**src/rtl/kesme_denetleyici_pkg.sv**
```systemverilog
// Shared constants for the machine-level interrupt scheduler:
// mcause values, mip/mie bit positions and the scheduler states.
package kesme_denetleyici_pkg;

    localparam logic [31:0] KESME_MEI = 32'h8000_000B;
    localparam logic [31:0] KESME_MSI = 32'h8000_0003;
    localparam logic [31:0] KESME_MTI = 32'h8000_0007;

    localparam int unsigned MIP_MEI = 11;
    localparam int unsigned MIP_MSI = 3;
    localparam int unsigned MIP_MTI = 7;

    typedef enum logic [1:0] {
        KD_BOSTA   = 2'd0,
        KD_BEKLE   = 2'd1,
        KD_TETIKLE = 2'd2,
        KD_ISLE    = 2'd3
    } kd_durum_t;

    // Priority rank of a cause value; higher wins, 0 means no cause.
    function automatic logic [1:0] neden_derece(input logic [31:0] neden);
        case (neden)
            KESME_MEI: neden_derece = 2'd3;
            KESME_MSI: neden_derece = 2'd2;
            KESME_MTI: neden_derece = 2'd1;
            default:   neden_derece = 2'd0;
        endcase
    endfunction

endpackage

```
**src/rtl/kesme_denetleyici_oncelik_secici.sv**
```systemverilog
// Fixed-priority selector: external > software > timer.
module kesme_oncelik_secici
    import kesme_denetleyici_pkg::*;
(
    input  logic [2:0]  i_uygun,   // {ext, sw, timer} eligible bits
    output logic        o_var,
    output logic [31:0] o_neden
);

    // Pick the highest-priority eligible source and its mcause value.
    always_comb begin
        o_var   = |i_uygun;
        o_neden = '0;
        if (i_uygun[2])      o_neden = KESME_MEI;
        else if (i_uygun[1]) o_neden = KESME_MSI;
        else if (i_uygun[0]) o_neden = KESME_MTI;
    end

endmodule

```
**src/rtl/kesme_denetleyici.sv**
```systemverilog
// Machine-level interrupt scheduler between the interrupt sources and the
// CSR unit. Arbitrates, stalls fetch until the pipeline drains, then issues
// a one-cycle trap request and blocks further interrupts until MRET.
// Optional: KESME_ESZAMANLAYICI_EN adds a 2-flop synchronizer on kesme_g.
module kesme_denetleyici
    import kesme_denetleyici_pkg::*;
#(
    parameter int unsigned BEKLEME_SINIR = 64
) (
    input  logic        clk_g,
    input  logic        rst_g,
    input  logic        kesme_g,
    input  logic        yazilim_kesme_g,
    input  logic        zamanlayici_kesme_g,
    input  logic        mstatus_mie_g,
    input  logic [31:0] mie_g,
    input  logic        boru_bos_g,
    input  logic        odd_mesgul_g,
    input  logic        mret_g,
    input  logic [31:0] siradaki_ps_g,
    output logic        getir_durdur_c,
    output logic        kesme_gecerli_c,
    output logic [31:0] kesme_kod_c,
    output logic [31:0] kesme_ps_c,
    output logic [31:0] mip_c,
    output logic        zaman_asimi_c
);

    localparam int unsigned SW = $clog2(BEKLEME_SINIR + 1);
    localparam logic [SW-1:0] SINIR = SW'(BEKLEME_SINIR);
    localparam logic [SW-1:0] SON   = SW'(BEKLEME_SINIR - 1);

    kd_durum_t     r_durum;
    kd_durum_t     w_sonraki;
    logic [SW-1:0] r_sayac;
    logic [31:0]   r_neden;
    logic [31:0]   r_kod_son;
    logic [31:0]   r_ps_son;
    logic          w_kesme;
    logic [31:0]   w_mip;
    logic [2:0]    w_uygun;
    logic          w_var;
    logic [31:0]   w_neden;
    logic          w_unused_mie;

`ifdef KESME_ESZAMANLAYICI_EN
    logic r_senk1;
    logic r_senk2;

    // Two-flop synchronizer for the asynchronous external interrupt line.
    always_ff @(posedge clk_g or posedge rst_g) begin
        if (rst_g) begin
            r_senk1 <= 1'b0;
            r_senk2 <= 1'b0;
        end else begin
            r_senk1 <= kesme_g;
            r_senk2 <= r_senk1;
        end
    end

    assign w_kesme = r_senk2;
`else
    assign w_kesme = kesme_g;
`endif

    // Live pending bits, also exported for mip reads.
    always_comb begin
        w_mip          = '0;
        w_mip[MIP_MEI] = w_kesme;
        w_mip[MIP_MSI] = yazilim_kesme_g;
        w_mip[MIP_MTI] = zamanlayici_kesme_g;
    end

    assign mip_c   = w_mip;
    assign w_uygun = {w_mip[MIP_MEI] & mie_g[MIP_MEI],
                      w_mip[MIP_MSI] & mie_g[MIP_MSI],
                      w_mip[MIP_MTI] & mie_g[MIP_MTI]} & {3{mstatus_mie_g}};
    assign w_unused_mie = ^{mie_g[31:12], mie_g[10:8], mie_g[6:4], mie_g[2:0]};

    kesme_oncelik_secici u_oncelik (
        .i_uygun (w_uygun),
        .o_var   (w_var),
        .o_neden (w_neden)
    );

    // State register; async reset drops the stall immediately.
    always_ff @(posedge clk_g or posedge rst_g) begin
        if (rst_g) r_durum <= KD_BOSTA;
        else       r_durum <= w_sonraki;
    end

    // Next state and per-state control outputs.
    always_comb begin
        w_sonraki       = r_durum;
        getir_durdur_c  = 1'b0;
        kesme_gecerli_c = 1'b0;
        zaman_asimi_c   = 1'b0;
        case (r_durum)
            KD_BOSTA: begin
                if (w_var && !odd_mesgul_g) w_sonraki = KD_BEKLE;
            end
            KD_BEKLE: begin
                getir_durdur_c = 1'b1;
                zaman_asimi_c  = (r_sayac == SON);
                if (boru_bos_g && !odd_mesgul_g) w_sonraki = KD_TETIKLE;
            end
            KD_TETIKLE: begin
                getir_durdur_c  = 1'b1;
                kesme_gecerli_c = 1'b1;
                w_sonraki       = KD_ISLE;
            end
            KD_ISLE: begin
                if (mret_g) w_sonraki = KD_BOSTA;
            end
            default: w_sonraki = KD_BOSTA;
        endcase
    end

    // Drain counter, latched cause and the held trap outputs.
    always_ff @(posedge clk_g or posedge rst_g) begin
        if (rst_g) begin
            r_sayac   <= '0;
            r_neden   <= '0;
            r_kod_son <= '0;
            r_ps_son  <= '0;
        end else begin
            if (r_durum == KD_BEKLE) begin
                if (r_sayac != SINIR) r_sayac <= r_sayac + SW'(1);
            end else begin
                r_sayac <= '0;
            end

            if (r_durum == KD_BOSTA && w_sonraki == KD_BEKLE) begin
                r_neden <= w_neden;
            end else if (r_durum == KD_BEKLE && w_var &&
                         neden_derece(w_neden) > neden_derece(r_neden)) begin
                r_neden <= w_neden;
            end

            if (r_durum == KD_TETIKLE) begin
                r_kod_son <= r_neden;
                r_ps_son  <= siradaki_ps_g;
            end
        end
    end

    // Trap PC is taken live in the trap cycle and held afterwards.
    assign kesme_kod_c = (r_durum == KD_TETIKLE) ? r_neden       : r_kod_son;
    assign kesme_ps_c  = (r_durum == KD_TETIKLE) ? siradaki_ps_g : r_ps_son;

endmodule

```
**config.mk**
```make
export PLATFORM = sky130hd
export DESIGN_NAME = kesme_denetleyici
export DESIGN_NICKNAME = d
export VERILOG_FILES = /design/src/rtl/kesme_denetleyici_pkg.sv /design/src/rtl/kesme_denetleyici_oncelik_secici.sv /design/src/rtl/kesme_denetleyici.sv
export SDC_FILE = /design/constraint.sdc
export NUM_CORES = 1
export LEC_CHECK = 0
export BUFFER_PORTS_ARGS = -buffer_cell sky130_fd_sc_hd__buf_2
export CAP_MARGIN = 20
export CORE_MARGIN = 4
export CORE_UTILIZATION = 41
export DETAILED_ROUTE_END_ITERATION = 10
export PLACE_DENSITY = 0.82
export SLEW_MARGIN = 20
export SYNTH_ARGS = -nofsm -noshare
export SYNTH_HDL_FRONTEND = slang
export SYNTH_SLANG_ARGS = --single-unit
export TNS_END_PERCENT = 5
```
**constraint.sdc**
```tcl
create_clock -name clk_g -period 2.4 [get_ports clk_g]
set_clock_uncertainty 0.15 [all_clocks]
set_input_delay 0.36 -clock clk_g [delete_from_list [all_inputs] [get_ports clk_g]]
set_output_delay 0.36 -clock clk_g [all_outputs]
set_load 0.1 [all_outputs]
```
After elaboration in Yosys (flattened, before gate mapping)
Index checks and enable logic that the tools add are counted.

Div/mod/pow operators: 0. Bitwise logic cells: 4. Magnitude comparators: 1. Mux-type cells: 20. Reductions and logical operators: 10. Multipliers: 0. Equal/unequal tests: 13. Shifts and indexed selects: 0. $add $sub $neg: 1.

Operator list (number): $mux 32 (7); $eq 32x32->1 const B (6); $mux 7 (2); $pmux 2 s3 (2); $mux 2 (5); $pmux 2 s4 (1); $add 7x1->7 const B (1); $eq 7x6->1 const B (1); $ne 7x7->1 const B (1); $logic_and 1x1->1 (5); $eq 2x1->1 const B (2); $eq 2x2->1 const B (2); $and 1x1->1 (3); $and 3x3->3 (1); $mux 1 (3); $reduce_or 3->1 (1); $gt 2x2->1 (1); $logic_not 2->1 (1); $ne 2x1->1 const B (1); $reduce_bool 2->1 (1); $reduce_or 2->1 (1); $logic_not 1->1 (1).

Output and inout bits: 99. Bits of input ports: 73. Register bits after elaboration: 105. Logic and storage cells: 54. Memory bits (read-only): 0. Latch bits: 0. Bits in writable memories: 0. Memories: 0.

Logic depth before layout (Yosys ltp)
Gate-level depths: netlist of the first run.

Depth after elaboration: 13. Depth in mapped cells: 8. Gate-level depth less buffers: 8.

By module
From an unflattened synthesis of the first run, not the netlist that was laid out.

Cell total of the unflattened synthesis: 367. Area, all modules: 4888.4 sq um.

Modules (own cells, without submodules): kesme_denetleyici (area each 4638.2 sq um, cells each 333, instances 1, seq. area each 2627.5 sq um); kesme_oncelik_secici (area each 250.2 sq um, cells each 34, instances 1, seq. area each 0.0 sq um).

Least setup slack after synthesis of the first run
Ideal clock, no wire load.

Path type: register to output. From: reg r_durum[0]. To: out kesme_kod_c[0]. Data arrival time: 3622 ps. Required time: 1890 ps. Stages on the path, launching flop included: 6. Path buffers: 2. Setup slack: -1732 ps. Cells stage by stage: dfrtp_1 -> inv_1 -> ha_1 -> clkbuf_1 -> clkbuf_1 -> o21ai_0.

Longest elaborated chain between the ends: 2.

Ends and longest elaborated chain: start: declaration (line kesme_denetleyici.sv:33) `kd_durum_t r_durum;`; start signal: assignment (line kesme_denetleyici.sv:89) `else r_durum <= w_sonraki;`; $eq 2x2->1 (line kesme_denetleyici.sv:148) `assign kesme_kod_c = (r_durum == KD_TETIKLE) ? r_neden : r_kod_son;`; $mux 32; end: declaration (line kesme_denetleyici.sv:23) `output logic [31:0] kesme_kod_c,`.

Every way passes these cells.

Final worst setup path of the first run
From: reg r_durum[0]. To: out kesme_ps_c[23].

Longest elaborated chain between the ends: 2.

Ends and longest elaborated chain: $eq 2x2->1 (line kesme_denetleyici.sv:149) `assign kesme_ps_c = (r_durum == KD_TETIKLE) ? siradaki_ps_g : r_ps_son;`; $mux 32; end: declaration (line kesme_denetleyici.sv:24) `output logic [31:0] kesme_ps_c,`.

Every way passes these cells.

==> results of run 1 <==
-- Yosys cell counts, drive strengths merged --
library cell / number
dfrtp: 76
buf: 38
mux2: 34
nor2b: 31
inv: 12
ha: 8
nand2: 8
a21oi: 5
and2: 5
nand3: 5
xnor2: 5
nand2b: 4
o21ai: 4
a21boi: 3
clkbuf: 3
nor2: 3
nand3b: 2
o22ai: 2
o32ai: 2
a2111oi: 1
a221oi: 1
a22o: 1
a22oi: 1
a31oi: 1
and3: 1
conb: 1
mux2i: 1
nor3b: 1
nor4b: 1
o211ai: 1
or2b: 1
xor2: 1
-- final timing paths --
check | from | end | slack [ns]
setup reg to reg | r_neden[2]$_DFFE_PP0P_ | r_neden[1]$_DFFE_PP0P_ | 0.49
setup / recovery | r_durum[0]$_DFF_PP0_ | kesme_ps_c[23] | 0.08
max in group asynchronous | rst_g | r_ps_son[27]$_DFF_PP0_ | 1.02
hold / removal | siradaki_ps_g[0] | r_ps_son[0]$_DFF_PP0_ | 0.13
hold reg to reg | r_kod_son[21]$_DFF_PP0_ | r_kod_son[21]$_DFF_PP0_ | 0.34
min in group asynchronous | rst_g | r_ps_son[0]$_DFF_PP0_ | 0.44
-- layout make-up --
| cell class | instances | area [sq um] | area share (%) |
|---|---|---|---|
| sequential | 76 | 1900 | 36.3 |
| tap | 102 | 128 | 2.43 |
| clock inverter | 7 | 58.8 | 1.12 |
| inverter | 12 | 45.0 | 0.859 |
| multi-input combinational | 162 | 1450 | 27.7 |
| clock buffer | 9 | 124 | 2.36 |
| timing repair buffer | 126 | 1530 | 29.2 |
-- what timing repair did --
item,in CTS,in global routing
gates cloned,1,0
gates resized for setup,7,2
endpoints found under the hold margin,21,0
setup buffers,3,0
pin swaps,0,0
endpoints found under the setup margin,59,4
hold buffers,1,0
-- worst reg2reg max path, cell delays in order (launching register included) --
cell	delay, ns
dfrtp_1	0.42
nand2b_1	0.16
ha_1	0.28
nor2b_1	0.13
o211ai_1	0.22
a21boi_2	0.29
o22ai_1	0.13
-- per-layer routing --
metal  vias to the layer above  track usage, %  share of wire [%]
li1                       1053               -                  -
met1                      1108            17.1                 37
met2                        91            26.5                 53
met3                         7            5.43                9.0
met4                         0            6.39                1.2
met5                         -               0                  0
-- through the flow --
stage | TNS [ns] | utilization (%) | worst slack (ns) | instance area [sq um] | std cells
floorplan | -4.64 | - | -0.126 | 3660 | 291
global placement | 0 | 63.7 | 0.214 | 4970 | 473
CTS | 0 | 67.1 | 0.0304 | 5240 | 494
global route | -0.00844 | 67.1 | -0.00489 | 5240 | 494
detailed placement | 0 | 63.7 | 0.176 | 4970 | 473
finish | 0 | 67.1 | 0.0826 | 5240 | 494
-- sequential cells by signal, summed over array words and instances (netlist names) --
name       flops
r_neden        3
r_kod_son     32
r_sayac        7
r_ps_son      32
r_durum        2
-- cell families (layout without fill, tap and decap cells) --
logic type                 Yosys count  count (layout)  share of synthesized area, %
AOI/OAI and AO/OA                   22              22                          5.19
adders and majority gates            8               8                          3.01
and+or+nand+nor                     62              62                          11.3
DFF                                 76              76                          57.2
muxes                               35              35                          11.8
xor gates and xnor gates             6               6                          1.58
buffers and inverters               53             154                          9.82
other                                1              29                         0.113
==> impl_metrics.toml, run 1 <==
[status]
status = "complete, no violations"

[die]
die-area_sq_um = 9620
start_util_pct = 42.6
io_pins = 172
num_rows = 32
die_h_um = 98.1
die_x_um = 98.1
core-area_sq_um = 7810

[final_layout]
layout.nets = 468
diodes = 0
drive_above_1_share_pct = 56.1
layout_common_cells = "dfrtp_1 (75), buf_2 (60), buf_12 (57)"
layout_commonest_cell = "dfrtp_1"
n_fill_cell = 536
syn_to_final_growth_pct = 57.6

[sta]
max_freq_mhz = 432
tightest_slew_ns = 0.510
fin_crit_ns = 2.32
grt_setup_unrepaired = "yes"
relSlewSlack_pct = 66.0
hold_ws_ns = 0.134
final_max_slew_viol_count = 0
final_hold_viol_count = 0
finalSetupViolations = 0
period_share_pct = 96.6

[placed_design]
hpwl_um = 5590
gp_congestion = 0.733
port_buffers = 113

[clock_tree]
cts_tree = "yes"
clk_pin_slew_ns = 0.09
numCtsBuffers = 9
h-tree-depth = 3
insertion_delay_ns = 0.34
cts_root_buffer = "clkbuf_8"
clock-sinks = 76
cts.path.max_buffers = 2

[worst_setup_path]
cp.arrival_ns = 1.81
crit_chain = "inv_2, ha_4, buf_12, mux2_2, buf_12"
reg2regPathDepth = 6
path_depth = 5
cp-end-kind = "output pin"
critPathLaunchType = "flop"
worst-setup-path-type = "reg -> out"
critPathMaxFanout = 12
cp_top_family = "buffers and inverters"
crit_buf_inv = 3
cp.required_ns = 1.89
critPathSlowestCell = "dfrtp_1"
crit_top_cell = "buf_12"
crit_path_max_incr_delay_ns = 0.39

[routing]
drt_first_pass_iters = 4
avgViaCountPerCell = 4.57
vias = 2259
drt_wl_total_um = 7100
drc = 0
drtAntennaViolNets = 0
wl_per_cell_um = 14.4
first_iter_violations = 43

[synthesis]
ys_top_cells_by_area = "dfrtp_1 (57%), mux2_2 (12%), buf_4 (7.2%)"
synth_top_area_share_pct = 57.2
synth_area_sq_um = 3330
ys_ff_latch = 76
yosysWarnings = 0
synthDistinctLibCells = 38
netlist_instances = 263
postSynthAreaPerCell_sq_um = 12.6
synth_top_cell_by_area = "dfrtp_1"
ys_seq_area_share_pct = 57.2

[grt]
grt_first_pass_wirelength_um = 11800
grt_pass1_vias = 2450
antenna_found_initial = 0
grt_max_degree = 26
track_usage_pct = 15.3
overflow = 0

[worst_hold_path]
hold_depth = 2
worst_hold_path_type = "in -> reg"

[job]
cap_violations = 0
Power of run 1 is not shown: default switching activity piles up to over one toggle a cycle in this logic, so the estimate is an artifact.
==> inputs of run 2 (changes only) <==
--- a/config.mk
+++ b/config.mk
@@ -5,6 +5,7 @@
 export SDC_FILE = /design/constraint.sdc
 export NUM_CORES = 1
 export LEC_CHECK = 0
+export ABC_AREA = 1
 export BUFFER_PORTS_ARGS = -buffer_cell sky130_fd_sc_hd__buf_2
 export CAP_MARGIN = 20
 export CORE_MARGIN = 4
==> impl_metrics.toml, run 2 <==
[synthesis]
async_reset_ff_share_pct = 100
synth.most_common_cell = "nand2_1"
ys_ff_latch = 76
netlist_instances = 377
synth_area_sq_um = 3350
synth_edf_count = 0
ys_seq_area_share_pct = 56.7
synth_top_cell_by_area = "dfrtp_1"
synthDistinctLibCells = 23
postSynthAreaPerCell_sq_um = 8.89
ys.flop_type = "dfrtp_1"
ys_top_cells_by_area = "dfrtp_1 (57%), nand2_1 (14%), buf_4 (7.4%)"
synth_top_area_share_pct = 56.7
yosysWarnings = 0
synthTopCellsByCount = "nand2_1 (122), dfrtp_1 (76), inv_1 (48)"

[grt]
overflow = 0
grt_first_pass_wirelength_um = 13100
grt_pass1_vias = 2742
track_usage_pct = 16.8
grt_max_degree = 77
antenna_found_initial = 0

[worst_setup_path]
cp.arrival_ns = 1.80
critPathLaunchType = "flop"
crit_buf_inv = 3
cp-end-kind = "output pin"
cp.required_ns = 1.89
crit_chain = "inv_2, ha_4, buf_12, nor2_2, buf_2"
crit_path_max_incr_delay_ns = 0.44
critPathMaxFanout = 30
critPathSlowestCell = "buf_2"
worst-setup-path-type = "reg -> out"
cp_top_family = "buffers and inverters"

[clock_tree]
cts_root_buffer = "clkbuf_8"
insertion_delay_ns = 0.33
cts.path.max_buffers = 2
h-tree-depth = 3
numCtsBuffers = 9
clock-sinks = 76
clk_pin_slew_ns = 0.08
cts_tree = "yes"

[sta]
setup_tns_ns = 0
hold_ws_ns = 0.129
final_max_slew_viol_count = 0
max_freq_mhz = 434
finalSetupViolations = 0
fin_crit_ns = 2.31
period_share_pct = 96.1
grt_setup_unrepaired = "no"
final_hold_viol_count = 0

[final_layout]
drive_above_1_share_pct = 41.2
layout_commonest_cell = "nand2_1"
fin_cells = 600
diodes = 0
layout.nets = 574
reg_top3 = "r_kod_son: 32 flops, r_ps_son: 32 flops, r_sayac: 7 flops"
syn_to_final_growth_pct = 47.4
fin_util_pct = 63.0
layout_common_cells = "nand2_1 (96), dfrtp_1 (76), buf_2 (53)"

[die]
start_util_pct = 42.7
num_rows = 32
die_x_um = 98.4
core-area_sq_um = 7850
die_h_um = 98.4
io_pins = 172
die-area_sq_um = 9690

[routing]
avgViaCountPerCell = 4.47
vias = 2683
drtAntennaViolNets = 0
drc = 0
drt_first_pass_iters = 4
wl_per_cell_um = 13.0
drt_wl_total_um = 7800
first_iter_violations = 78

[placed_design]
port_buffers = 113
gp_congestion = 0.798
dp.cells = 582
hpwl_um = 5890

[job]
cap_violations = 0

[status]
status = "complete, no violations"

[worst_hold_path]
worst_hold_path_type = "in -> reg"
-- run 2: cell types whose count changed in the layout (fill, tap and decap cells not counted), moves of 7 or more --
cell      delta
nor2b_4     -22
nand2_2     +30
nor2_2      +28
nand3_1      +7
o21ai_0      +7
clkbuf_4    +19
buf_2        -7
nand2_1     +88
inv_1       +36
mux2_2      -31
buf_12      -16
-- run 2: layout make-up --
type,instances,area [sq um]
well taps,102,128
clock inverters,6,61.3
flip-flops and latches,76,1900
repair buffers,121,1310
fillers,629,2900
clock buffers,10,138
multi-input cells,236,1220
inverters,49,186
-- run 2: metal layers --
| metal | vias to the layer above | wire, um | share of wire (%) | track usage, % |
|---|---|---|---|---|
| met5 | - | 0 | 0 | 0 |
| met1 | 1251 | 2970 | 38 | 19.2 |
| met2 | 116 | 3970 | 51 | 28.3 |
| met3 | 14 | 720 | 9.2 | 7.01 |
| li1 | 1302 | - | - | - |
| met4 | 0 | 138 | 1.8 | 5.99 |
-- run 2: worst paths after layout --
check	start	endpoint	slack, ns	depth (start not counted)
setup reg to reg	r_neden[2]$_DFFE_PP0P_	r_neden[2]$_DFFE_PP0P_	0.55	8
hold reg to reg	r_kod_son[4]$_DFF_PP0_	r_kod_son[4]$_DFF_PP0_	0.33	2
hold / removal	siradaki_ps_g[17]	r_ps_son[17]$_DFF_PP0_	0.13	3
min in group asynchronous	rst_g	r_ps_son[29]$_DFF_PP0_	0.52	4
max in group asynchronous	rst_g	r_kod_son[1]$_DFF_PP0_	1.27	4
setup / recovery	r_durum[0]$_DFF_PP0_	kesme_kod_c[14]	0.09	5
-- run 2: worst min-delay path, cell delays in order --
cell and delay (ns):
buf_2 0.08, nand2_1 0.05, nand2_2 0.09
-- run 2: cells by family (layout without fill, tap and decap cells) --
family	after synthesis	in the layout	synth area share, %
AOI/OAI and AO/OA	19	19	2.91
DFF	76	76	56.7
other	1	29	0.112
and+or+nand+nor	180	180	22.2
adders and majority gates	8	8	2.99
buffers and inverters	93	186	15.1
-- run 2: what timing repair did --
action                                  in CTS  in global routing
pin swaps                                    0                  0
setup buffers                                1                  0
endpoints found under the hold margin       76                  0
endpoints found under the setup margin      57                 38
gates resized for setup                      5                 23
hold buffers                                 1                  0
-- run 2: per-stage QoR --
step	area, sq um	setup slack [ns]
2_1_floorplan	3630	-0.189
3_3_place_gp	4650	0.269
3_5_place_dp	4650	0.219
4_1_cts	4890	0.00126
5_1_grt	4940	0.000590
6_report	4940	0.0947
Power of run 2 is left out for the same reason.
==> inputs of run 3 (changes only) <==
--- a/config.mk
+++ b/config.mk
@@ -9,9 +9,9 @@
 export BUFFER_PORTS_ARGS = -buffer_cell sky130_fd_sc_hd__buf_2
 export CAP_MARGIN = 20
 export CORE_MARGIN = 4
-export CORE_UTILIZATION = 41
+export CORE_UTILIZATION = 49
 export DETAILED_ROUTE_END_ITERATION = 10
-export PLACE_DENSITY = 0.82
+export PLACE_DENSITY = 0.91
 export SLEW_MARGIN = 20
 export SYNTH_ARGS = -nofsm -noshare
 export SYNTH_HDL_FRONTEND = slang
==> constraint.sdc (replaced) <==
create_clock -name clk_g -period 2.8 [get_ports clk_g]
set_clock_uncertainty 0.15 [all_clocks]
set_input_delay 0.42 -clock clk_g [delete_from_list [all_inputs] [get_ports clk_g]]
set_output_delay 0.42 -clock clk_g [all_outputs]
set_load 0.1 [all_outputs]
==> impl_metrics.toml, run 3 (synthesized netlist as in run 2, its figures left out) <==
[clock_tree]
clock-sinks = 76
cts_hold_buf = 0
cts_tree = "yes"
h-tree-depth = 3
clk_pin_slew_ns = 0.09
numCtsBuffers = 9
cts.path.max_buffers = 2
cts_root_buffer = "clkbuf_8"
insertion_delay_ns = 0.33

[sta]
fin_crit_ns = 2.66
relSlewSlack_pct = 51.0
final_hold_viol_count = 0
period_share_pct = 95.1
finalSetupViolations = 0
grt_setup_unrepaired = "no"
final_max_slew_viol_count = 0
tightest_slew_ns = 0.734
max_freq_mhz = 375

[routing]
drt_first_pass_iters = 4
drc = 0
avgViaCountPerCell = 4.62
drt_wl_total_um = 6950
drtAntennaViolNets = 0
wl_per_cell_um = 12.2
vias = 2637
first_iter_violations = 120

[placed_design]
hpwl_um = 5160
gp_congestion = 0.902
dp.cells = 555
port_buffers = 113

[grt]
grt_pass1_vias = 2618
top_usage_layer = "met2"
grt_max_degree = 42
overflow = 0
track_usage_pct = 17.2
gr-usage-met1_pct = 19.4
grt_first_pass_wirelength_um = 11600
antenna_found_initial = 0
grtUsageMet3_pct = 4.67
grtUsageMet2_pct = 30.3

[worst_setup_path]
worst-setup-path-type = "reg -> out"
critPathLaunchType = "flop"
critPathMaxFanout = 37
crit_top_cell = "nand2_1"
crit_path_max_incr_delay_ns = 0.43
cp.arrival_ns = 2.09
crit_chain = "inv_1, ha_2, buf_12, nand2_1, nand2_1, buf_2"
cp_top_family = "buffers and inverters"
crit_buf_inv = 3
critPathSlowestCell = "buf_2"
cp-end-kind = "output pin"
cp.required_ns = 2.23

[job]
cap_violations = 0

[final_layout]
layout.nets = 570
fin_cells = 571
diodes = 0
reg_top3 = "r_kod_son: 32 flops, r_ps_son: 32 flops, r_sayac: 7 flops"
layout_common_cells = "nand2_1 (121), buf_2 (81), dfrtp_1 (76)"
layout_commonest_cell = "nand2_1"
drive_above_1_share_pct = 35.2
syn_to_final_growth_pct = 27.3

[worst_hold_path]
worst_hold_path_type = "in -> async"

[die]
core-area_sq_um = 6490
io_pins = 172
start_util_pct = 51.6
num_rows = 29
die_h_um = 90.7
die-area_sq_um = 8230
die_x_um = 90.7

[status]
status = "complete, no violations"
## run 3: repair_timing
item,4_1_cts,5_1_grt
endpoints found under the setup margin,0,29
gates resized for setup,0,29
setup buffers,0,0
## run 3: final timing paths
| check | from | end | slack (ns) | cells after the start |
|---|---|---|---|---|
| worst max-delay path | r_durum[0]$_DFF_PP0_ | kesme_kod_c[31] | 0.14 | 6 |
| min in group clk_g | siradaki_ps_g[25] | r_ps_son[25]$_DFF_PP0_ | 0.15 | 3 |
| worst max register to register | r_neden[3]$_DFFE_PP0P_ | r_neden[2]$_DFFE_PP0P_ | 1.00 | 8 |
| max in group asynchronous | rst_g | r_kod_son[5]$_DFF_PP0_ | 1.78 | 3 |
| worst min-delay path | rst_g | r_ps_son[26]$_DFF_PP0_ | 0.04 | 2 |
| worst min register to register | r_ps_son[29]$_DFF_PP0_ | r_ps_son[29]$_DFF_PP0_ | 0.32 | 2 |
## run 3: final cells by class
type,count,area (sq um)
multi-input combinational,236,1140
timing repair buffer,117,751
sequential,76,1900
clock buffer,9,124
inverter,49,184
clock inverter,7,73.8
fill,519,2230
tap,77,96.3
## run 3: metrics by stage
stage	util [%]	cell area [sq um]	TNS, ns	setup slack [ns]	hold slack [ns]
floorplan	-	3550	-1.63	-0.197	0.325
finish	65.7	4270	0	0.136	0.0447
detailed placement	61.5	4000	0	0.432	0.302
global route	65.7	4270	0	0.0120	0.102
CTS	64.6	4200	0	0.0590	0.0622
global placement	61.5	4000	0	0.495	0.296
## run 3: per-layer routing
layer | share of wire [%] | routed length (um) | up-vias
li1 | - | - | 1303
met1 | 42 | 2890 | 1215
met2 | 50 | 3500 | 113
met3 | 7.3 | 506 | 6
met4 | 0.71 | 49 | 0
met5 | 0 | 0 | -
Power of run 3 is left out for the same reason.
